===== src/rtl/io_mcp23017_target.sv =====
// I2C target exposing the MCP23017 register protocol: address match, register pointer,
// auto-incrementing writes (strobed out) and reads (fetched through rd_addr/rd_data).
module io_mcp23017_target #(
   parameter logic [3:0] ADDR_HI  = 4'b0100,
   parameter int         NUM_REGS = 22
) (
   input  logic       clk,
   input  logic       rst_n,
   input  logic [2:0] hardware_address,
   input  logic       scl,
   input  logic       sda_in,
   output logic       sda_oe,
   output logic       wr_strobe,
   output logic [7:0] wr_addr,
   output logic [7:0] wr_data,
   output logic [7:0] rd_addr,
   input  logic [7:0] rd_data,
   output logic       busy
);

   // Write interface: wr_strobe is a single-cycle pulse with no back-pressure; wr_addr and
   // wr_data are valid in that cycle. rd_addr doubles as the register pointer.
   localparam logic [7:0] LAST_REG = 8'(NUM_REGS - 1);

   typedef enum logic [3:0] {
      S_IDLE, S_ADDR, S_ADDR_ACK, S_REG, S_REG_ACK,
      S_WDATA, S_WDATA_ACK, S_RDATA, S_RACK, S_IGNORE
   } state_t;

   state_t     state;
   logic       scl_meta, scl_s, scl_q;
   logic       sda_meta, sda_s, sda_q;
   logic [2:0] bit_cnt;
   logic [7:0] shreg;
   logic       rw;
   logic       ack_on;
   logic       load_pend;

   logic       scl_rise, scl_fall, start_c, stop_c;
   logic [7:0] sh_next, ptr_inc;

   assign scl_rise = scl_s & ~scl_q;
   assign scl_fall = ~scl_s & scl_q;
   assign start_c  = scl_s & scl_q & sda_q & ~sda_s;
   assign stop_c   = scl_s & scl_q & ~sda_q & sda_s;
   assign sh_next  = {shreg[6:0], sda_s};
   assign ptr_inc  = (rd_addr == LAST_REG) ? 8'd0 : rd_addr + 8'd1;

   always_ff @(posedge clk or negedge rst_n) begin
      if (!rst_n) begin
         // Synchronisers reset to the idle-bus level so release cannot fake an edge.
         scl_meta  <= 1'b1;
         scl_s     <= 1'b1;
         scl_q     <= 1'b1;
         sda_meta  <= 1'b1;
         sda_s     <= 1'b1;
         sda_q     <= 1'b1;
         state     <= S_IDLE;
         bit_cnt   <= 3'd0;
         shreg     <= 8'd0;
         rw        <= 1'b0;
         ack_on    <= 1'b0;
         load_pend <= 1'b0;
         sda_oe    <= 1'b0;
         wr_strobe <= 1'b0;
         wr_addr   <= 8'd0;
         wr_data   <= 8'd0;
         rd_addr   <= 8'd0;
         busy      <= 1'b0;
      end else begin
         scl_meta  <= scl;
         scl_s     <= scl_meta;
         scl_q     <= scl_s;
         sda_meta  <= sda_in;
         sda_s     <= sda_meta;
         sda_q     <= sda_s;
         wr_strobe <= 1'b0;
         if (start_c) begin
            state   <= S_ADDR;
            bit_cnt <= 3'd0;
            sda_oe  <= 1'b0;
            ack_on  <= 1'b0;
         end else if (stop_c) begin
            state  <= S_IDLE;
            busy   <= 1'b0;
            sda_oe <= 1'b0;
            ack_on <= 1'b0;
         end else begin
            case (state)
               S_ADDR: if (scl_rise) begin
                  shreg   <= sh_next;
                  bit_cnt <= bit_cnt + 3'd1;
                  if (bit_cnt == 3'd7) begin
                     if (sh_next[7:1] == {ADDR_HI, hardware_address}) begin
                        state <= S_ADDR_ACK;
                        rw    <= sh_next[0];
                        busy  <= 1'b1;
                     end else begin
                        state <= S_IGNORE;
                     end
                  end
               end
               // ACK phases: first SCL fall pulls SDA, second fall releases and moves on.
               S_ADDR_ACK: if (scl_fall) begin
                  if (!ack_on) begin
                     ack_on <= 1'b1;
                     sda_oe <= 1'b1;
                  end else begin
                     ack_on  <= 1'b0;
                     bit_cnt <= 3'd0;
                     if (rw) begin
                        shreg     <= rd_data;
                        sda_oe    <= ~rd_data[7];
                        load_pend <= 1'b0;
                        state     <= S_RDATA;
                     end else begin
                        sda_oe <= 1'b0;
                        state  <= S_REG;
                     end
                  end
               end
               S_REG: if (scl_rise) begin
                  shreg   <= sh_next;
                  bit_cnt <= bit_cnt + 3'd1;
                  if (bit_cnt == 3'd7) begin
                     if (sh_next <= LAST_REG) begin
                        rd_addr <= sh_next;
                        state   <= S_REG_ACK;
                     end else begin
                        state <= S_IGNORE;
                     end
                  end
               end
               S_REG_ACK: if (scl_fall) begin
                  if (!ack_on) begin
                     ack_on <= 1'b1;
                     sda_oe <= 1'b1;
                  end else begin
                     ack_on  <= 1'b0;
                     sda_oe  <= 1'b0;
                     bit_cnt <= 3'd0;
                     state   <= S_WDATA;
                  end
               end
               S_WDATA: if (scl_rise) begin
                  shreg   <= sh_next;
                  bit_cnt <= bit_cnt + 3'd1;
                  if (bit_cnt == 3'd7) begin
                     wr_strobe <= 1'b1;
                     wr_addr   <= rd_addr;
                     wr_data   <= sh_next;
                     state     <= S_WDATA_ACK;
                  end
               end
               S_WDATA_ACK: if (scl_fall) begin
                  if (!ack_on) begin
                     ack_on <= 1'b1;
                     sda_oe <= 1'b1;
                  end else begin
                     ack_on  <= 1'b0;
                     sda_oe  <= 1'b0;
                     bit_cnt <= 3'd0;
                     rd_addr <= ptr_inc;
                     state   <= S_WDATA;
                  end
               end
               // A pending load happens on the fall that ends the master's ACK bit.
               S_RDATA: if (scl_fall) begin
                  if (load_pend) begin
                     shreg     <= rd_data;
                     sda_oe    <= ~rd_data[7];
                     load_pend <= 1'b0;
                     bit_cnt   <= 3'd0;
                  end else if (bit_cnt == 3'd7) begin
                     sda_oe <= 1'b0;
                     state  <= S_RACK;
                  end else begin
                     shreg   <= {shreg[6:0], 1'b0};
                     sda_oe  <= ~shreg[6];
                     bit_cnt <= bit_cnt + 3'd1;
                  end
               end
               S_RACK: if (scl_rise) begin
                  if (!sda_s) begin
                     rd_addr   <= ptr_inc;
                     load_pend <= 1'b1;
                     state     <= S_RDATA;
                  end else begin
                     state <= S_IGNORE;
                  end
               end
               default: sda_oe <= 1'b0;
            endcase
         end
      end
   end

endmodule


===== config.mk =====
export PLATFORM = sky130hd
export DESIGN_NAME = io_mcp23017_target
export DESIGN_NICKNAME = d
export VERILOG_FILES = /design/src/rtl/io_mcp23017_target.sv
export SDC_FILE = /design/constraint.sdc
export NUM_CORES = 1
export LEC_CHECK = 0
export CORE_ASPECT_RATIO = 1.75
export CORE_MARGIN = 2
export CORE_UTILIZATION = 35
export DETAILED_ROUTE_END_ITERATION = 6
export GPL_ROUTABILITY_DRIVEN = 1
export SETUP_SLACK_MARGIN = 0.5
export SLEW_MARGIN = 15
export SYNTH_ARGS = -nofsm -noshare
export SYNTH_HDL_FRONTEND = slang
export SYNTH_SLANG_ARGS = --single-unit

===== constraint.sdc =====
create_clock -name clk -period 3.61 [get_ports clk]
set_input_delay 0.722 -clock clk [delete_from_list [all_inputs] [get_ports clk]]
set_output_delay 0.722 -clock clk [all_outputs]
set_load 0.05 [all_outputs]

==> reports/summary.txt <==
Mux cell area share after synthesis = 0.130
Placed instance area = 3350 um2
Initial Util = 0.361
Power Total = 2.08 mW
Post-synth cell types = 61
Unrepaired setup endpoints after global routing = no
Commonest cells post-synth = dfrtp_1, nand2_1, mux2_2
Port Buf Inserts = 41
Worst Path Required = 3.78 ns
Post-synthesis simple-gate area fraction = 0.188
Inserted Clock Buffers = 5
DR vias = 2448
Maximum clock insertion buffer count = 2
Syn. warnings = 0
Met3 routed WL = 291 um
HP Class = flip-flop to flip-flop
Post-synthesis cell count = 286
H-Tree Depth = 2
Max Clk Rate = 0.362 GHz
Setup TNS = 0 ns
Inst Count DP = 406
Worst VDD drop = 0.367 mV
Total GRT Usage = 0.189
Post-route cell area = 3490 um2
Core area = 7960 um2
Power per cell area = 595 nW/um2
Sw frac = 0.403
Number of diodes = 0
Synth area leaders = dfrtp_1, mux2_2, dfstp_2, mux2_1, nand2_1
Max Cap Viol = 0
Syn Nets = 305
Post-CTS Resized = 0
Synth Area in XOR/XNOR = 0.0122
DRT antenna net count = 0
# IOs = 42
Vias in the first global route = 2484
Worst EP arrival = 2.93 ns
Post-CTS Hold Buffers = 0
FF-to-FF path depth = 5
Largest family of logic cells by synthesized area = simple AND/OR/NAND/NOR gates
Nets = 342
Int Pwr = 1.24 mW
Hold WS = 0.354 ns
Die Height = 124 um
Max-slew violation count = 0
Post-synthesis sequential area ratio = 0.438
Later-pin clock latency in the skew report = 0.29 ns
Most used DFF post-synth = dfrtp_1
Share of layout cells above drive strength 1 = 0.136
Initial antenna violation count = 0
Startpoint Class = flip-flop
Tcrit/Tclk final = 0.764
Root Buffer = clkbuf_16
Postcts setup bufs = 0
Drt pass-1 iters = 4
1st-iter DRT viols = 199
Worst-path clk slew = 0.07 ns
GP Congestion = 0.966
Fin cells = 414
Seq pwr share = 0.423
Avg Cell Area, Syn = 10.0 um2
Final WL = 7980 um
CP Max Fanout = 29
Endpoint class of the critical path = flip-flop
Status = completed
Compound-cell area share of the yosys netlist = 0.176
M1 wire length = 2990 um
Leakage = 1.41 nW
Via/cell ratio = 5.91
Std cell rows = 43
Pre-CTS WS = 0.930 ns
Post-route setup slack = 0.850 ns
Area share of the largest cell type after synthesis = 0.383
Mapped Area = 2870 um2
Util after Layout = 0.438
Area leader, netlist = dfrtp_1
Global-route wire length before repair = 12800 um
WHS Path Cells = 0
Post-synth EDFFs = 0
Crit path kind = flip-flop to flip-flop
Synth Register Bits = 50
Final routed DRC violation total = 0
Maximum number of pins on one net before global-route repair = 33
Worst-case clock skew = 0.00875 ns
Tmin final = 2.76 ns
Clock sink count = 50
Die ar. = 8980 um2
Most common cell in the netlist = dfrtp_1
Die W = 72.5 um
DP HPWL = 5930 um
Final hold vios = 0
CTS tree = built
Combinational Power Share = 0.351
Post-DR wirelength/cell = 19.3 um
Area growth syn-to-layout = 21.4%
Switching power = 0.838 mW
Max Used Layer = met4
Max_slew headroom = 0.368
Clock Power Share = 0.226
Total grt overflow = 0
Worst slew pin tran = 0.948 ns
Post-synthesis async set-or-reset flop share = 1.00
Adder-Cell Fraction of Synth Area = 0.0174
Met2 WL post-DR = 4240 um
Setup-failing EPs final = 0
-- layout by cell type, fill, tap and decap left out, drive strengths merged, types with 7 or more instances in the layout --
master	netlist	final
nor2	15	15
nand2	24	24
o31ai	7	7
mux2	27	27
dfrtp	44	44
mux2i	7	7
nand2b	8	8
a21oi	13	13
clkdlybuf4s50	0	40
o21ai	20	20
inv	13	13
nor3	9	9
-- power by group through the flow --
stage / combinational (mW) / clock [mW] / sequential (mW)
floorplan: 0.542 / 0 / 0.834
global placement: 0.720 / 0 / 0.882
detailed placement: 0.729 / 0 / 0.886
CTS: 0.734 / 0.485 / 0.874
global route: 0.800 / 0.504 / 0.905
finish: 0.729 / 0.469 / 0.880
-- registers in the layout, indices dropped and copies added, names as in the netlist --
name / cells
shreg: 7
bit_cnt: 3
sda_s: 1
scl_meta: 1
wr_addr: 8
state: 4
ack_on: 1
wr_data: 8
sda_oe: 1
scl_q: 1
sda_meta: 1
rd_addr: 8
scl_s: 1
rw: 1
wr_strobe: 1
sda_q: 1
busy: 1
load_pend: 1
-- path summary, 6_finish.rpt --
| kind | startpoint | slack, ns | end |
|---|---|---|---|
| worst max-delay path | state[2] | 0.85 | rd_addr[1] |
| worst min-delay path | sda_meta | 0.35 | sda_s |
| worst max register to register | state[2] | 0.85 | rd_addr[1] |
| worst min register to register | sda_meta | 0.35 | sda_s |
| max in group asynchronous | rst_n | 2.38 | wr_addr[2] |
| min in group asynchronous | rst_n | 0.47 | wr_data[6] |
-- layer usage --
| layer | global-route usage | up-vias |
|---|---|---|
| met5 | 0 | - |
| met4 | 0.127 | 0 |
| met3 | 0.0210 | 35 |
| met2 | 0.337 | 108 |
| met1 | 0.206 | 1173 |
| li1 | - | 1132 |
-- layout make-up --
| class | instances | area [um2] |
|---|---|---|
| Inverter | 13 | 48.8 |
| Fill cell | 774 | 4470 |
| Multi-Input combinational cell | 210 | 1510 |
| Sequential cell | 50 | 1260 |
| Clock inverter | 2 | 15.0 |
| Timing Repair Buffer | 43 | 420 |
| Clock buffer | 6 | 129 |
| Tap cell | 90 | 113 |
-- cell families (layout without fill, tap and decap cells) --
group | after synthesis | after routing
xor gates and xnor gates | 4 | 4
AOI/OAI and AO/OA | 72 | 72
adders and majority gates | 4 | 4
buffers and inverters | 26 | 64
and+or+nand+nor | 96 | 96
DFF | 50 | 50
muxes | 34 | 34
-- worst max-delay path, cell delays in order (launching register included) --
cell and delay [ns]:
dfrtp_1 0.89, nand2b_1 0.28, o32ai_1 0.37, a211o_1 0.28, or2_0 0.46, mux2_1 0.37
Power figures use the tool's default switching activity.
